## src/rtl/audio_transport_ctrl.sv

```systemverilog
// Transport controller for the recorder/player datapath.
// Turns debounced key pulses into record/play/pause/stop sequencing, owns the
// SRAM sample address and recorded length, and drives the playback clock
// generator configuration (ratio, isNormalSpeed, interp, pause, isRecord).
//
// state        | meaning
// -------------+--------------------------------------------------------
// IDLE       0 | stopped; codec clock held; rec_len holds last recording
// REC        1 | writing one sample per tick at addr, addr advancing
// REC_PAUSE  2 | recording suspended, addr kept for resume
// PLAY       3 | reading samples, addr stepped by the speed setting
// PLAY_PAUSE 4 | playback suspended, addr and repeat count kept
module audio_transport_ctrl #(
   parameter int ADDR_W  = 20,
   parameter int MAX_MAG = 8
) (
   input  logic              clk50,
   input  logic              reset,
   input  logic              key_record,
   input  logic              key_play,
   input  logic              key_pause,
   input  logic              key_stop,
   input  logic              key_faster,
   input  logic              key_slower,
   input  logic              key_interp,
   input  logic              sample_tick,
   output logic [ADDR_W-1:0] addr,
   output logic              sram_we,
   output logic [ADDR_W:0]   rec_len,
   output logic [2:0]        state,
   output logic [2:0]        ratio,
   output logic              isNormalSpeed,
   output logic              interp,
   output logic              pause,
   output logic              isRecord
);

   localparam int MAG_W = $clog2(MAX_MAG + 1);

   typedef enum logic [2:0] {
      ST_IDLE       = 3'd0,
      ST_REC        = 3'd1,
      ST_REC_PAUSE  = 3'd2,
      ST_PLAY       = 3'd3,
      ST_PLAY_PAUSE = 3'd4
   } state_e;

   state_e            state_q, state_d;
   logic [ADDR_W-1:0] addr_q, addr_d;
   logic [ADDR_W:0]   rec_len_q, rec_len_d;
   logic [MAG_W-1:0]  rep_cnt_q, rep_cnt_d;
   logic [MAG_W-1:0]  mag_q, mag_d;
   logic              is_fast_q, is_fast_d;
   logic              interp_q, interp_d;

   logic              slow_q;
   logic              act_stop, act_rec, act_play, act_pause, key_act;
   logic              speed_ok, speed_chg;
   logic [ADDR_W:0]   step_v, next_addr;
   logic [MAG_W-1:0]  rep_next;

   assign slow_q = ~is_fast_q & (mag_q > MAG_W'(1));

   // Pick the single highest-priority transport key that applies in this state.
   always_comb begin
      act_stop  = key_stop & (state_q != ST_IDLE);
      act_rec   = key_record & ~act_stop &
                  ((state_q == ST_IDLE) | (state_q == ST_REC_PAUSE));
      act_play  = key_play & ~act_stop & ~act_rec &
                  (((state_q == ST_IDLE) & (rec_len_q != '0)) | (state_q == ST_PLAY_PAUSE));
      act_pause = key_pause & ~act_stop & ~act_rec & ~act_play & (state_q != ST_IDLE);
      key_act   = act_stop | act_rec | act_play | act_pause;
   end

   // Speed ladder: slow MAX..2 <-> normal <-> fast 2..MAX, saturating at both ends.
   always_comb begin
      is_fast_d = is_fast_q;
      mag_d     = mag_q;
      speed_ok  = ((state_q == ST_IDLE) | (state_q == ST_PLAY) | (state_q == ST_PLAY_PAUSE)) &
                  (key_faster ^ key_slower);
      if (speed_ok && key_faster) begin
         if (slow_q) begin
            mag_d = (mag_q > MAG_W'(2)) ? mag_q - MAG_W'(1) : MAG_W'(1);
         end else if (!is_fast_q) begin
            is_fast_d = 1'b1;
            mag_d     = MAG_W'(2);
         end else if (mag_q < MAG_W'(MAX_MAG)) begin
            mag_d = mag_q + MAG_W'(1);
         end
      end else if (speed_ok && key_slower) begin
         if (is_fast_q) begin
            if (mag_q > MAG_W'(2)) begin
               mag_d = mag_q - MAG_W'(1);
            end else begin
               is_fast_d = 1'b0;
               mag_d     = MAG_W'(1);
            end
         end else if (mag_q < MAG_W'(MAX_MAG)) begin
            mag_d = mag_q + MAG_W'(1);
         end
      end
      speed_chg = (is_fast_d != is_fast_q) | (mag_d != mag_q);
   end

   // Playback step for one tick: fast skips, slow repeats each sample mag times.
   always_comb begin
      step_v   = '0;
      rep_next = rep_cnt_q;
      if (is_fast_q) begin
         step_v = (ADDR_W+1)'(mag_q);
      end else if (slow_q) begin
         if (rep_cnt_q == mag_q - MAG_W'(1)) begin
            step_v   = (ADDR_W+1)'(1);
            rep_next = '0;
         end else begin
            rep_next = rep_cnt_q + MAG_W'(1);
         end
      end else begin
         step_v = (ADDR_W+1)'(1);
      end
      next_addr = {1'b0, addr_q} + step_v;
   end

   // Transport next-state and address/length update; keys pre-empt the tick.
   always_comb begin
      state_d   = state_q;
      addr_d    = addr_q;
      rec_len_d = rec_len_q;
      rep_cnt_d = rep_cnt_q;
      interp_d  = interp_q ^ key_interp;
      case (state_q)
         ST_IDLE: begin
            if (act_rec) begin
               state_d   = ST_REC;
               addr_d    = '0;
               rec_len_d = '0;
            end else if (act_play) begin
               state_d   = ST_PLAY;
               addr_d    = '0;
               rep_cnt_d = '0;
            end
         end
         ST_REC: begin
            if (act_stop) begin
               state_d   = ST_IDLE;
               rec_len_d = {1'b0, addr_q};
               addr_d    = '0;
            end else if (act_pause) begin
               state_d = ST_REC_PAUSE;
            end else if (sample_tick) begin
               if (addr_q == {ADDR_W{1'b1}}) begin
                  state_d   = ST_IDLE;
                  rec_len_d = {1'b1, {ADDR_W{1'b0}}};
                  addr_d    = '0;
               end else begin
                  addr_d = addr_q + ADDR_W'(1);
               end
            end
         end
         ST_REC_PAUSE: begin
            if (act_stop) begin
               state_d   = ST_IDLE;
               rec_len_d = {1'b0, addr_q};
               addr_d    = '0;
            end else if (act_rec || act_pause) begin
               state_d = ST_REC;
            end
         end
         ST_PLAY: begin
            if (act_stop) begin
               state_d = ST_IDLE;
               addr_d  = '0;
            end else if (act_pause) begin
               state_d = ST_PLAY_PAUSE;
            end else if (sample_tick) begin
               if (next_addr >= rec_len_q) begin
                  state_d   = ST_IDLE;
                  addr_d    = '0;
                  rep_cnt_d = '0;
               end else begin
                  addr_d    = next_addr[ADDR_W-1:0];
                  rep_cnt_d = rep_next;
               end
            end
         end
         ST_PLAY_PAUSE: begin
            if (act_stop) begin
               state_d = ST_IDLE;
               addr_d  = '0;
            end else if (act_play || act_pause) begin
               state_d = ST_PLAY;
            end
         end
         default: begin
            state_d = ST_IDLE;
            addr_d  = '0;
         end
      endcase
      if (speed_chg) begin
         rep_cnt_d = '0;
      end
   end

   // State and datapath registers; reset returns to idle at normal speed.
   always_ff @(posedge clk50) begin
      if (reset) begin
         state_q   <= ST_IDLE;
         addr_q    <= '0;
         rec_len_q <= '0;
         rep_cnt_q <= '0;
         mag_q     <= MAG_W'(1);
         is_fast_q <= 1'b0;
         interp_q  <= 1'b0;
      end else begin
         state_q   <= state_d;
         addr_q    <= addr_d;
         rec_len_q <= rec_len_d;
         rep_cnt_q <= rep_cnt_d;
         mag_q     <= mag_d;
         is_fast_q <= is_fast_d;
         interp_q  <= interp_d;
      end
   end

   // Output decode from registered state; the write strobe is blocked during reset.
   always_comb begin
      addr          = addr_q;
      rec_len       = rec_len_q;
      state         = state_q;
      interp        = interp_q;
      sram_we       = ~reset & (state_q == ST_REC) & sample_tick & ~key_act;
      ratio         = slow_q ? 3'(mag_q - MAG_W'(1)) : 3'd0;
      isNormalSpeed = ~slow_q;
      pause         = (state_q == ST_IDLE) | (state_q == ST_REC_PAUSE) |
                      (state_q == ST_PLAY_PAUSE);
      isRecord      = (state_q == ST_REC) | (state_q == ST_REC_PAUSE);
   end

endmodule

```

## config.mk

```make
export PLATFORM = sky130hd
export DESIGN_NAME = audio_transport_ctrl
export DESIGN_NICKNAME = d
export VERILOG_FILES = /design/src/rtl/audio_transport_ctrl.sv
export SDC_FILE = /design/constraint.sdc
export NUM_CORES = 1
export LEC_CHECK = 0
export ABC_CLOCK_PERIOD_IN_PS = 7000
export CAP_MARGIN = 20
export CORE_MARGIN = 1
export CORE_UTILIZATION = 55
export CTS_CLUSTER_DIAMETER = 120
export DETAILED_ROUTE_END_ITERATION = 12
export PLACE_DENSITY = 0.77
export RECOVER_POWER = 50
export SLEW_MARGIN = 25
export SYNTH_ARGS = -nofsm -noshare
export SYNTH_HDL_FRONTEND = slang
export SYNTH_SLANG_ARGS = --single-unit
export TNS_END_PERCENT = 100
```

## constraint.sdc

```tcl
create_clock -name clk50 -period 7 [get_ports clk50]
set_clock_uncertainty 0.2 [all_clocks]
set_input_delay 2.1 -clock clk50 [delete_from_list [all_inputs] [get_ports clk50]]
set_output_delay 2.1 -clock clk50 [all_outputs]
set_load 0.01 [all_outputs]
```

# == Yosys cells after proc, flatten, opt, wreduce, memory -nomap -nowiden ==
# Cells that the tools add are included.
# Widths: inputs -> output; s select.
# totals
out_inout_bits,52
register_bits,54
inputBits,10
# op_classes
n_eq_ne,30
addsub,5
n_mux,60
bitwise_logic,35
reduce_logical,15
n_lt_le_gt_ge,4
# op_table
operator,count
$mux 20,11
$mux 21,8
$pmux 20 s4,1
$mux 4,16
$pmux 21 s3,1
$mux 3,15
$ne 3x3->1 const B,8
$add 20x21->21,1
$ge 21x21->1,1
$reduce_bool 21->1,1
$add 20x1->20 const B,1
$eq 20x20->1 const B,1
$and 1x1->1,16
$pmux 3 s5,1
$ne 2x2->1 const B,7
$ne 4x4->1 const B,3
$reduce_and 6->1,2
$or 1x1->1,10
$add 4x1->4 const B,2
$pmux 4 s2,1
$reduce_and 8->1,1
$not 1->1,7
$reduce_and 7->1,1
$eq 3x2->1 const B,2
other kinds (20),31

# == Logic depth before layout (Yosys ltp) ==
# Gate-level depths: netlist of run 1.
# logic_depth
depth_word,15
depth_mapped,28
mapped_depth_nobuf,25

# == Worst setup path before layout of run 1 ==
# No wires, ideal clock.
# synth_timing
path_type,flip-flop to flip-flop
from,register mag_q[0]
to,register addr_q[3] (netlist: addr[3])
path_stages_with_launch,27
t_arrival_ns,5.419
setup_slack_ns,1.258
setup_ns,0.123
path_buffers,3
period_less_slack_ns,5.742
path_cell_list,dfxtp_1 clkbuf_1 inv_2 ha_1 xnor2_1 xnor2_1 nor4_1 nor2_1 a21oi_1 ha_1 inv_1 fa_1 nand2b_1 a21o_1 nor3_1 nand2b_1 xnor2_1 ha_1 nand4_1 nor3_1 o2111ai_1 a31oi_1 buf_2 nor2_1 clkbuf_1 a221oi_1 nor2_1
# synth_via
elab_chain_cells,12
elab_cells_between_ends,14
cone_classes,add/sub (2); order compare (2); eq/ne (1); mux (8); bitwise (1)
# synth_rtl
item,line,source
from (decl),52,"logic [MAG_W-1:0] mag_q, mag_d;"
from (signal assigned),219,mag_q <= mag_d;
$sub 4x1->4,n/a,
$eq 4x4->1,112,if (rep_cnt_q == mag_q - MAG_W'(1)) begin
$mux 1,112,
$mux 21,111,end else if (slow_q) begin
$mux 21 *,109,if (is_fast_q) begin
$add 20x21->21 *,121,"next_addr = {1'b0, addr_q} + step_v;"
$ge 21x21->1,176,if (next_addr >= rec_len_q) begin
$mux 20 *,176,
$mux 20 *,175,end else if (sample_tick) begin
$mux 20 *,173,end else if (act_pause) begin
$mux 20 *,170,if (act_stop) begin
$pmux 20 s4 *,131,case (state_q)
to (signal assigned),216,addr_q <= addr_d;
to (decl),49,"logic [ADDR_W-1:0] addr_q, addr_d;"
# Mark *: on every way between the ends. The rest lies on a longest branch, timed or not. The select of a mux whose other input is x is not followed.
# A chain may end at the register's enable or synchronous reset.

# == Final worst setup path of run 1 ==
# layout_timing
from,register mag_q[0]
to,register addr_q[9] (netlist: addr[9])
# The elaborated chain is that of the path after synthesis.

==> flow_metrics.tcl, run 1 <==
set metrics [dict create \
    setup_viol 0 \
    synth.net_count 673 \
    outcome "complete, but fails checks" \
    worstHoldPathType "reg2reg" \
    synth_most_common_cell "nand2_1" \
    cts.clk_slew.worst_paths_ns 0.10 \
    cp-start-kind "flip-flop" \
    clock_latency_ns 0.31 \
    h-tree-depth 2 \
    p_int_mw 0.6590 \
    vias 4877 \
    end_kind "flip-flop" \
    drtAntennaViolNets 0 \
    area_delta_synth_final_pct 16.90 \
    leakage_nw 1.999 \
    chipWidth_um 92.76 \
    combPwrFrac_pct 52.6 \
    cts_tree "yes" \
    place_congestion 0.9720 \
    core_sq_um 7848 \
    cp_max_fo 9 \
    relSlewSlack_pct -16.12 \
    synth-edff-count 0 \
    drc 0 \
    endpoint "addr[9]$_SDFFE_PP0P_" \
    port_buffers 61 \
    via_per_inst 6.301 \
    synth_cell_types 70 \
    clockRootBuffer "clkbuf_8" \
    switchingPower_mw 0.5717 \
    synth_flop_cell "dfxtp_1" \
    cts_hold_buf 0 \
    cts_resized 0 \
    dr.pass1.iters 5 \
    ir_drop_mv 0.1563 \
    wl_per_cell_um 17.52 \
    dpl.hpwl_mm 9.955 \
    crit_type "reg2reg" \
    drt_wl_total_mm 13.56 \
    diodes 0 \
    finalHoldWorstSlack_ns 0.2714 \
    antenna_found_initial 0 \
    tns_ns 0 \
    grt_pass1_wl_mm 22.01 \
    r2r.worst_path.cells 25 \
    drive_gt1_share_pct 4.613 \
    max_freq_mhz 155.0 \
    tightest_slew_ns 1.742 \
    cp.required_ns 7.05 \
    io-pin-count 62 \
    die_height_um 92.76 \
    yosys.area.top_type "dfxtp_1" \
    synth_seq_cells 54 \
    fin_nets 713 \
    seq_power_share_pct 29.5 \
    drtIter0Drc 424 \
    pwr-share-clk_pct 17.9 \
    grt_util_all_layers_pct 32.00 \
    rsz0062_at_grt "no" \
    dieArea_sq_um 8604 \
    postSynthCellCount 631 \
    syn_avg_cell_area_sq_um 7.180 \
    rrSetupSlack_ns 0.55 \
    cap_violations 1 \
    maxSlewViolCount 35 \
    post-route-min-period_ns 6.451 \
    power.density_nw_per_um2 232.4 \
    post_cts_buffers 0 \
    r2r_start "mag_q[0]$_SDFF_PP1_" \
    clock_sinks 54 \
    clockBufferDepth 2 \
    swShare_pct 46.45 \
    synth_seq_area_share_pct 23.86 \
    grt_overflow 0 \
    rows 32 \
    finalHoldViolations 0 \
    postSynth.asyncResetShare_pct 0 \
    cp.arrival_ns 6.50 \
    n_fill_cell 710 \
    grt_pass1_vias 4451 \
    finalCritPeriodShare_pct 92.16 \
    grt_max_degree 35 \
    initial_core_util_pct 57.73 \
    violations "max-capacitance violations, max-slew violations" \
    numCtsBuffers 5 \
    synth_top_area_share_pct 23.86 \
    yosys_warnings 0 \
    cp-startpoint "mag_q[0]$_SDFF_PP1_" \
    synthTopCellsByCount "75 x nand2_1, 55 x a21oi_1, 54 x dfxtp_1" \
    netlist_area_sq_um 4531 \
    rr_endpoint "addr[9]$_SDFFE_PP0P_" \
    yosys-top-cells-area "dfxtp_1 24%, ha_1 8.6%, nand2_1 6.2%" \
]
per-stage QoR:
step	worst slack (ns)	utilization, %	total power [mW]	area [sq um]	cells
after floorplan	1.258	-	0.7954	4531	631
after global placement	0.8425	66.14	0.9972	5190	766
after detailed placement	0.6903	66.14	1.010	5190	766
after CTS	0.6541	67.54	1.227	5300	774
after global routing	0.1840	67.49	1.302	5296	774
final	0.5488	67.49	1.231	5296	774
kinds of logic (layout without fill, tap and decap cells):
group | after synthesis | after routing | synth area share (%)
AOI/OAI and AO/OA | 171 | 171 | 24.44
xor gates and xnor gates | 30 | 30 | 5.799
adders and majority gates | 32 | 32 | 9.003
buffers and inverters | 77 | 118 | 6.987
DFF | 54 | 54 | 23.86
muxes | 2 | 2 | 0.4419
and+or+nand+nor | 265 | 265 | 29.47
placed cells by master, fill, tap and decap left out, types with 5 or more instances in the layout:
cell type        Yosys  routed
a21oi_1             55      55
o211ai_1             5       5
dfxtp_1             54      54
inv_1               35      35
xnor2_1             24      24
or3_1                8       8
o21ai_0             24      24
a211oi_1             8       8
nor4_1               9       9
nand2_1             75      75
nand3_1             41      41
clkbuf_8             0       5
buf_4                2      10
nor2_1              48      48
o21ai_1             13      13
ha_1                31      31
nand2b_1            12      12
o31ai_1              5       5
a22oi_1              7       7
xor2_1               6       6
nand3b_1             6       6
and2_1               5       5
and3_1              10      10
nand4_1             10      10
clkdlybuf4s50_1      0      12
nor2b_1              5       5
nor3_1              19      19
a31oi_1             13      13
dlygate4sd3_1        0      49
metal layers:
| metal | share of wire (%) | track usage, % | up-vias | routed length, um |
|---|---|---|---|---|
| met1 | 44 | 44.91 | 2248 | 5937 |
| met3 | 9.9 | 5.911 | 25 | 1348 |
| met4 | 2.0 | 9.615 | 0 | 274 |
| met5 | 0 | 0 | - | 0 |
| li1 | - | - | 2360 | - |
| met2 | 44 | 49.39 | 244 | 6004 |
how the worst min path moves through the flow:
stage	slack, ns	to	cells past startpoint	startpoint
3_5_place_dp	0.26	rec_len[7]$_SDFFE_PP0P_	2	rec_len[7]$_SDFFE_PP0P_
4_1_cts	0.28	rec_len[7]$_SDFFE_PP0P_	2	rec_len[7]$_SDFFE_PP0P_
5_1_grt	0.29	rec_len[7]$_SDFFE_PP0P_	2	rec_len[7]$_SDFFE_PP0P_
2_1_floorplan	0.27	rep_cnt_q[1]$_SDFFE_PP0P_	2	rep_cnt_q[1]$_SDFFE_PP0P_
3_3_place_gp	0.25	rec_len[9]$_SDFFE_PP0P_	2	rec_len[9]$_SDFFE_PP0P_
6_report	0.27	rec_len[8]$_SDFFE_PP0P_	2	rec_len[8]$_SDFFE_PP0P_
state kept, by name, summed over array words and instances (netlist names):
signal     flops
rec_len       21
is_fast_q      1
rep_cnt_q      4
state          3
interp         1
mag_q          4
addr          20
power by group through the flow:
stage / combinational, mW / sequential [mW] / clock, mW
floorplan: 0.440 / 0.355 / 0
global placement: 0.627 / 0.370 / 0
CTS: 0.642 / 0.363 / 0.222
finish: 0.647 / 0.363 / 0.220
global route: 0.703 / 0.368 / 0.231
detailed placement: 0.639 / 0.371 / 0
worst max-delay path, cell delays in order (launching register included):
cell	delay [ns]
dfxtp_1	0.36
inv_2	0.09
ha_1	0.25
xnor2_1	0.30
xnor2_1	0.11
nor4_1	0.40
nor2_1	0.17
a21oi_1	0.16
ha_1	0.19
inv_1	0.06
fa_1	0.39
nand2b_1	0.17
a21o_1	0.24
or3_1	0.46
nor2_1	0.20
nand2_1	0.09
xnor2_1	0.13
ha_1	0.29
a21oi_1	0.13
o21ai_1	0.11
a211oi_1	0.30
a31oi_1	0.20
buf_4	0.22
o311ai_1	0.78
a22oi_1	0.21
mux2i_1	0.16
area by class of cell:
cell class              instances  area, sq um  share of cell area (%)
multi-input cells             500         3146                   59.39
flip-flops and latches         54         1081                   20.41
clock buffers                   6        72.57                   1.370
clock inverters                 2        37.54                  0.7087
inverters                      38        142.6                   2.693
well taps                     102        127.6                   2.410
repair buffers                 72        689.4                   13.02
(Power assumes the default switching activity.)
==> run 2, diff against run 1 <==
--- a/config.mk
+++ b/config.mk
@@ -8,10 +8,10 @@
 export ABC_CLOCK_PERIOD_IN_PS = 7000
 export CAP_MARGIN = 20
 export CORE_MARGIN = 1
-export CORE_UTILIZATION = 55
+export CORE_UTILIZATION = 50
 export CTS_CLUSTER_DIAMETER = 120
 export DETAILED_ROUTE_END_ITERATION = 12
-export PLACE_DENSITY = 0.77
+export PLACE_DENSITY = 0.71
 export RECOVER_POWER = 50
 export SLEW_MARGIN = 25
 export SYNTH_ARGS = -nofsm -noshare
==> flow_metrics.tcl, run 2 (same netlist as run 1, synthesis figures left out) <==
set metrics [dict create \
    die_height_um 97.19 \
    wl_met1_mm 6.303 \
    cts_hold_buf 0 \
    core_sq_um 8763 \
    clock_sinks 54 \
    grt_max_degree 35 \
    grt_pass1_vias 4424 \
    place_congestion 0.9651 \
    numCtsBuffers 5 \
    cp.arrival_ns 6.61 \
    port_buffers 61 \
    vias 4898 \
    rows 34 \
    post-route-min-period_ns 6.559 \
    rrSetupSlack_ns 0.44 \
    violations "max-capacitance violations, max-slew violations" \
    finalHoldWorstSlack_ns 0.2793 \
    routed-wl-met3_mm 1.265 \
    seqCellArea_sq_um 1081 \
    cp-start-kind "flip-flop" \
    drt_wl_total_mm 14.09 \
    worstPathCellList "inv_2, ha_1, xnor2_1, xnor2_1, nor4_1, nor2_1, a21oi_1, ha_1, inv_1, fa_1, nand2b_1, a21o_1, or3_1, nor2_1, nand2_1, xnor2_1, ha_1, a21oi_1, o21ai_1, a211oi_1, a31oi_2, o41ai_2, nand3_1, mux2i_1" \
    chipWidth_um 97.19 \
    worstHoldPathCells 2 \
    worstHoldPathType "reg2reg" \
    grt_overflow 0 \
    final_cell_mix "75 x nand2_1, 55 x a21oi_1, 54 x dfxtp_1, 49 x dlygate4sd3_1, 48 x nor2_1" \
    dieArea_sq_um 9446 \
    maxSlewViolCount 35 \
    relSlewSlack_pct -25.00 \
    drtIter0Drc 347 \
    cp_max_fo 9 \
    ir_drop_mv 0.1593 \
    max_freq_mhz 152.5 \
    cp.required_ns 7.05 \
    multi_input_area_sq_um 3157 \
    finalHoldViolations 0 \
    drtAntennaViolNets 0 \
    tightest_slew_ns 1.875 \
    cap_violations 1 \
    power.density_nw_per_um2 233.8 \
    n_fill_cell 849 \
    dpl.hpwl_mm 10.35 \
    setup_viol 0 \
    tns_ns 0 \
    cts_tree "yes" \
    r2r.worst_path.cells 24 \
    post_cts_buffers 0 \
    grt_pass1_wl_mm 22.64 \
    antenna_found_initial 0 \
    highest_layer "met4" \
    wl_met2_mm 6.153 \
    final_core_util_pct 60.51 \
    outcome "complete, but fails checks" \
    slowest_delay_ns 0.72 \
    drive_gt1_share_pct 4.634 \
    final_common_cell "nand2_1" \
    initial_core_util_pct 51.70 \
    clockRootBuffer "clkbuf_8" \
    crit_type "reg2reg" \
    drc 0 \
    leakage_nw 1.995 \
    end_kind "flip-flop" \
    hold-path-endpoint "rec_len[10]$_SDFFE_PP0P_" \
    largest_reg_flops 21 \
    wl_per_cell_um 18.14 \
    h-tree-depth 2 \
    cts.clk_slew.worst_paths_ns 0.10 \
    diodes 0 \
    dr.pass1.iters 5 \
    area_delta_synth_final_pct 17.04 \
    clockBufferDepth 2 \
    rr_endpoint "addr[9]$_SDFFE_PP0P_" \
    io-pin-count 62 \
    holdCritStartpoint "rec_len[10]$_SDFFE_PP0P_" \
    finalCritPeriodShare_pct 93.70 \
    via_per_inst 6.304 \
    fin_nets 711 \
    r2r_start "mag_q[0]$_SDFF_PP1_" \
    grt_util_all_layers_pct 29.59 \
    cp_slowest_cell "o41ai_2" \
    rsz0062_at_grt "no" \
    clock_latency_ns 0.32 \
]
-- run 2: cell types whose count changed in the layout (fill, tap and decap cells not counted), sizes merged --
cell | before | now
buf | 10 | 8
clkinvlp | 1 | 0
-- run 2: metal layers --
layer	GRT usage, %	up-vias
met5	0	-
met4	10.33	0
met3	5.324	30
met2	44.31	231
met1	42.34	2276
li1	-	2361
-- run 2: how the worst max path moves through the flow --
stage	slack [ns]	start	to
after global placement	0.75	key_stop	sram_we
final	0.44	mag_q[0]$_SDFF_PP1_	addr[9]$_SDFFE_PP0P_
after floorplan	1.26	mag_q[0]$_SDFF_PP1_	addr[3]$_SDFFE_PP0P_
after CTS	0.36	mag_q[0]$_SDFF_PP1_	addr[4]$_SDFFE_PP0P_
after global routing	0.02	mag_q[0]$_SDFF_PP1_	addr[0]$_SDFFE_PP0P_
after detailed placement	0.37	mag_q[0]$_SDFF_PP1_	addr[4]$_SDFFE_PP0P_
-- run 2: timing repair --
item,CTS,global route
resized for setup,0,2
setup endpoints to repair,0,25
hold endpoints to repair,0,0
-- run 2: worst max-delay path, delay by kind of cell, from the launching register on --
| kind | cells | cell delay, ns |
|---|---|---|
| buffers and inverters | 2 | 0.21 |
| DFF | 1 | 0.56 |
| adders and majority gates | 4 | 1.16 |
| AOI/OAI and AO/OA | 7 | 2.03 |
| xor gates and xnor gates | 3 | 0.52 |
| and+or+nand+nor | 7 | 1.66 |
| muxes | 1 | 0.14 |
-- run 2: cell type report --
type | instances | area share [%]
Multi-Input combinational cell | 500 | 59.53
Sequential cell | 54 | 20.39
Timing Repair Buffer | 70 | 12.72
Inverter | 38 | 2.690
Tap cell | 108 | 2.548
Clock buffer | 6 | 1.557
Clock inverter | 1 | 0.5663
-- run 2: through the flow --
step	power [mW]	worst slack (ns)	cell area [sq um]	instances
2_1_floorplan	0.7954	1.258	4531	631
3_3_place_gp	1.001	0.7501	5182	770
3_5_place_dp	1.014	0.3650	5182	770
4_1_cts	1.239	0.3603	5295	777
5_1_grt	1.320	0.02483	5303	777
6_report	1.240	0.4411	5303	777
-- run 2: where the power goes --
part	internal [mW]	switching (mW)	leakage, nW
clock network	0.115	0.109	0.0573
registers	0.324	0.0499	0.437
logic	0.229	0.413	1.50
==> run 3, diff against run 2 <==
--- a/config.mk
+++ b/config.mk
@@ -11,7 +11,7 @@
 export CORE_UTILIZATION = 50
 export CTS_CLUSTER_DIAMETER = 120
 export DETAILED_ROUTE_END_ITERATION = 12
-export PLACE_DENSITY = 0.71
+export PLACE_DENSITY = 0.84
 export RECOVER_POWER = 50
 export SLEW_MARGIN = 25
 export SYNTH_ARGS = -nofsm -noshare
==> flow_metrics.tcl, run 3 (same netlist as run 1, synthesis figures left out) <==
set metrics [dict create \
    outcome "completed" \
    r2r.worst_path.cells 24 \
    grt_max_degree 35 \
    io-pin-count 62 \
    dieArea_sq_um 9446 \
    max_freq_mhz 151.1 \
    clockRootBuffer "clkbuf_8" \
    clock_latency_ns 0.31 \
    end_kind "flip-flop" \
    cp_max_fo 11 \
    pwr-share-clk_pct 17.9 \
    tightest_slew_ns 0.9552 \
    ir_drop_mv 0.2593 \
    worstHoldPathCells 2 \
    cp.arrival_ns 6.65 \
    grt_util_met2_pct 44.64 \
    numCtsBuffers 5 \
    place_congestion 0.9773 \
    grt_overflow 0 \
    drtAntennaViolNets 0 \
    core_sq_um 8763 \
    port_buffers 61 \
    relSlewSlack_pct 36.21 \
    switchingPower_mw 0.5668 \
    fin_nets 710 \
    crit_type "reg2reg" \
    cp.required_ns 7.03 \
    tns_ns 0 \
    final_cell_mix "75 x nand2_1, 55 x a21oi_1, 54 x dfxtp_1, 48 x nor2_1, 48 x dlygate4sd3_1" \
    via_per_inst 6.354 \
    combPwrFrac_pct 51.6 \
    finalHoldViolations 0 \
    swShare_pct 46.45 \
    grt-busiest-layer "met2" \
    worstHoldPathType "reg2reg" \
    pre_cts_slack_ns 0.4833 \
    dpl.hpwl_mm 10.37 \
    cap_violations 0 \
    seq_power_share_pct 30.5 \
    clockBufferDepth 2 \
    leakage_nw 1.989 \
    cts_hold_buf 0 \
    maxSlewViolCount 0 \
    drc 0 \
    cp-start-kind "flip-flop" \
    area_delta_synth_final_pct 16.87 \
    fin_ws_ns 0.3803 \
    diodes 0 \
    grt_pass1_wl_mm 22.98 \
    wl_per_cell_um 18.12 \
    seqCellArea_sq_um 1081 \
    vias 4937 \
    die_height_um 97.19 \
    drive_gt1_share_pct 4.634 \
    setup_viol 0 \
    rows 34 \
    multi_input_area_sq_um 3156 \
    drt_wl_total_mm 14.08 \
    slowest_delay_ns 0.69 \
    use_met1_pct 41.96 \
    power.density_nw_per_um2 230.4 \
    grt_pass1_vias 4541 \
    largest_reg_flops 21 \
    cp_slowest_cell "nor2_1" \
    cts_tree "yes" \
    dr.pass1.iters 5 \
    rsz0062_at_grt "no" \
    design_area_sq_um 5295 \
    initial_core_util_pct 51.70 \
    chipWidth_um 97.19 \
    p_int_mw 0.6535 \
    n_fill_cell 809 \
    antenna_found_initial 0 \
    placed_cell_area_sq_um 5180 \
    final_common_cell "nand2_1" \
    grt_util_all_layers_pct 29.49 \
    grtUsageMet3_pct 6.906 \
    drtIter0Drc 402 \
    h-tree-depth 2 \
    finalCritPeriodShare_pct 94.57 \
    cts.clk_slew.worst_paths_ns 0.11 \
    clock_sinks 54 \
    worstPathCellList "inv_2, ha_1, xnor2_1, xnor2_1, nor4_1, nor2_1, a21oi_1, ha_1, inv_1, fa_1, nand2b_1, a21o_1, or3_1, nor2_1, nand2_1, xnor2_1, ha_1, a21oi_1, o21ai_1, a211oi_1, a31oi_1, nor2_1, a31oi_1, o31ai_1" \
    post-route-min-period_ns 6.620 \
]
-- run 3: area by class of cell --
cell class                      count  share of cell area [%]
Timing Repair Buffer               69                   12.67
Clock buffer                        6                   1.371
Multi-Input combinational cell    500                   59.59
Inverter                           38                   2.694
Tap cell                          108                   2.552
Clock inverter                      2                  0.7089
Sequential cell                    54                   20.42
-- run 3: worst paths after layout --
check	start	end	slack [ns]
setup / recovery	mag_q[0]$_SDFF_PP1_	addr[8]$_SDFFE_PP0P_	0.38
hold / removal	rec_len[8]$_SDFFE_PP0P_	rec_len[8]$_SDFFE_PP0P_	0.28
setup reg to reg	mag_q[0]$_SDFF_PP1_	addr[8]$_SDFFE_PP0P_	0.38
hold reg to reg	rec_len[8]$_SDFFE_PP0P_	rec_len[8]$_SDFFE_PP0P_	0.28
-- run 3: critical path: cells and delay by family (launching register included) --
family                   cells  cell delay [ns]
AO/OA/AOI/OAI                8             1.69
XOR/XNOR                     3             0.55
adder cells (fa/ha/maj)      4             1.17
buffers and inverters        2             0.20
flip-flops                   1             0.55
AND/OR/NAND/NOR              7             2.17
-- run 3: repair_timing --
action / in CTS / in global routing
setup endpoints to repair: 0 / 7
gates resized for setup: 0 / 1
buffers inserted: 0 / 0
endpoints found under the hold margin: 0 / 0
-- run 3: power groups by stage --
stage | combinational, mW | sequential [mW] | clock (mW)
CTS | 0.622 | 0.372 | 0.219
global route | 0.687 | 0.378 | 0.232
finish | 0.629 | 0.373 | 0.219
floorplan | 0.440 | 0.355 | 0
global placement | 0.611 | 0.377 | 0
detailed placement | 0.619 | 0.379 | 0
-- run 3: metal layers --
metal | share of wire (%) | vias up
li1 | - | 2356
met1 | 44 | 2291
met2 | 45 | 264
met3 | 9.5 | 26
met4 | 1.5 | 0
met5 | 0 | -
-- run 3: stage by stage --
stage	total power [mW]	utilization (%)	hold slack (ns)	cells
4_1_cts	1.214	60.37	0.2802	777
3_5_place_dp	0.9981	59.11	0.2645	769
2_1_floorplan	0.7954	-	0.2689	631
6_report	1.220	60.42	0.2764	777
3_3_place_gp	0.9885	59.11	0.2539	769
5_1_grt	1.297	60.42	0.2893	777
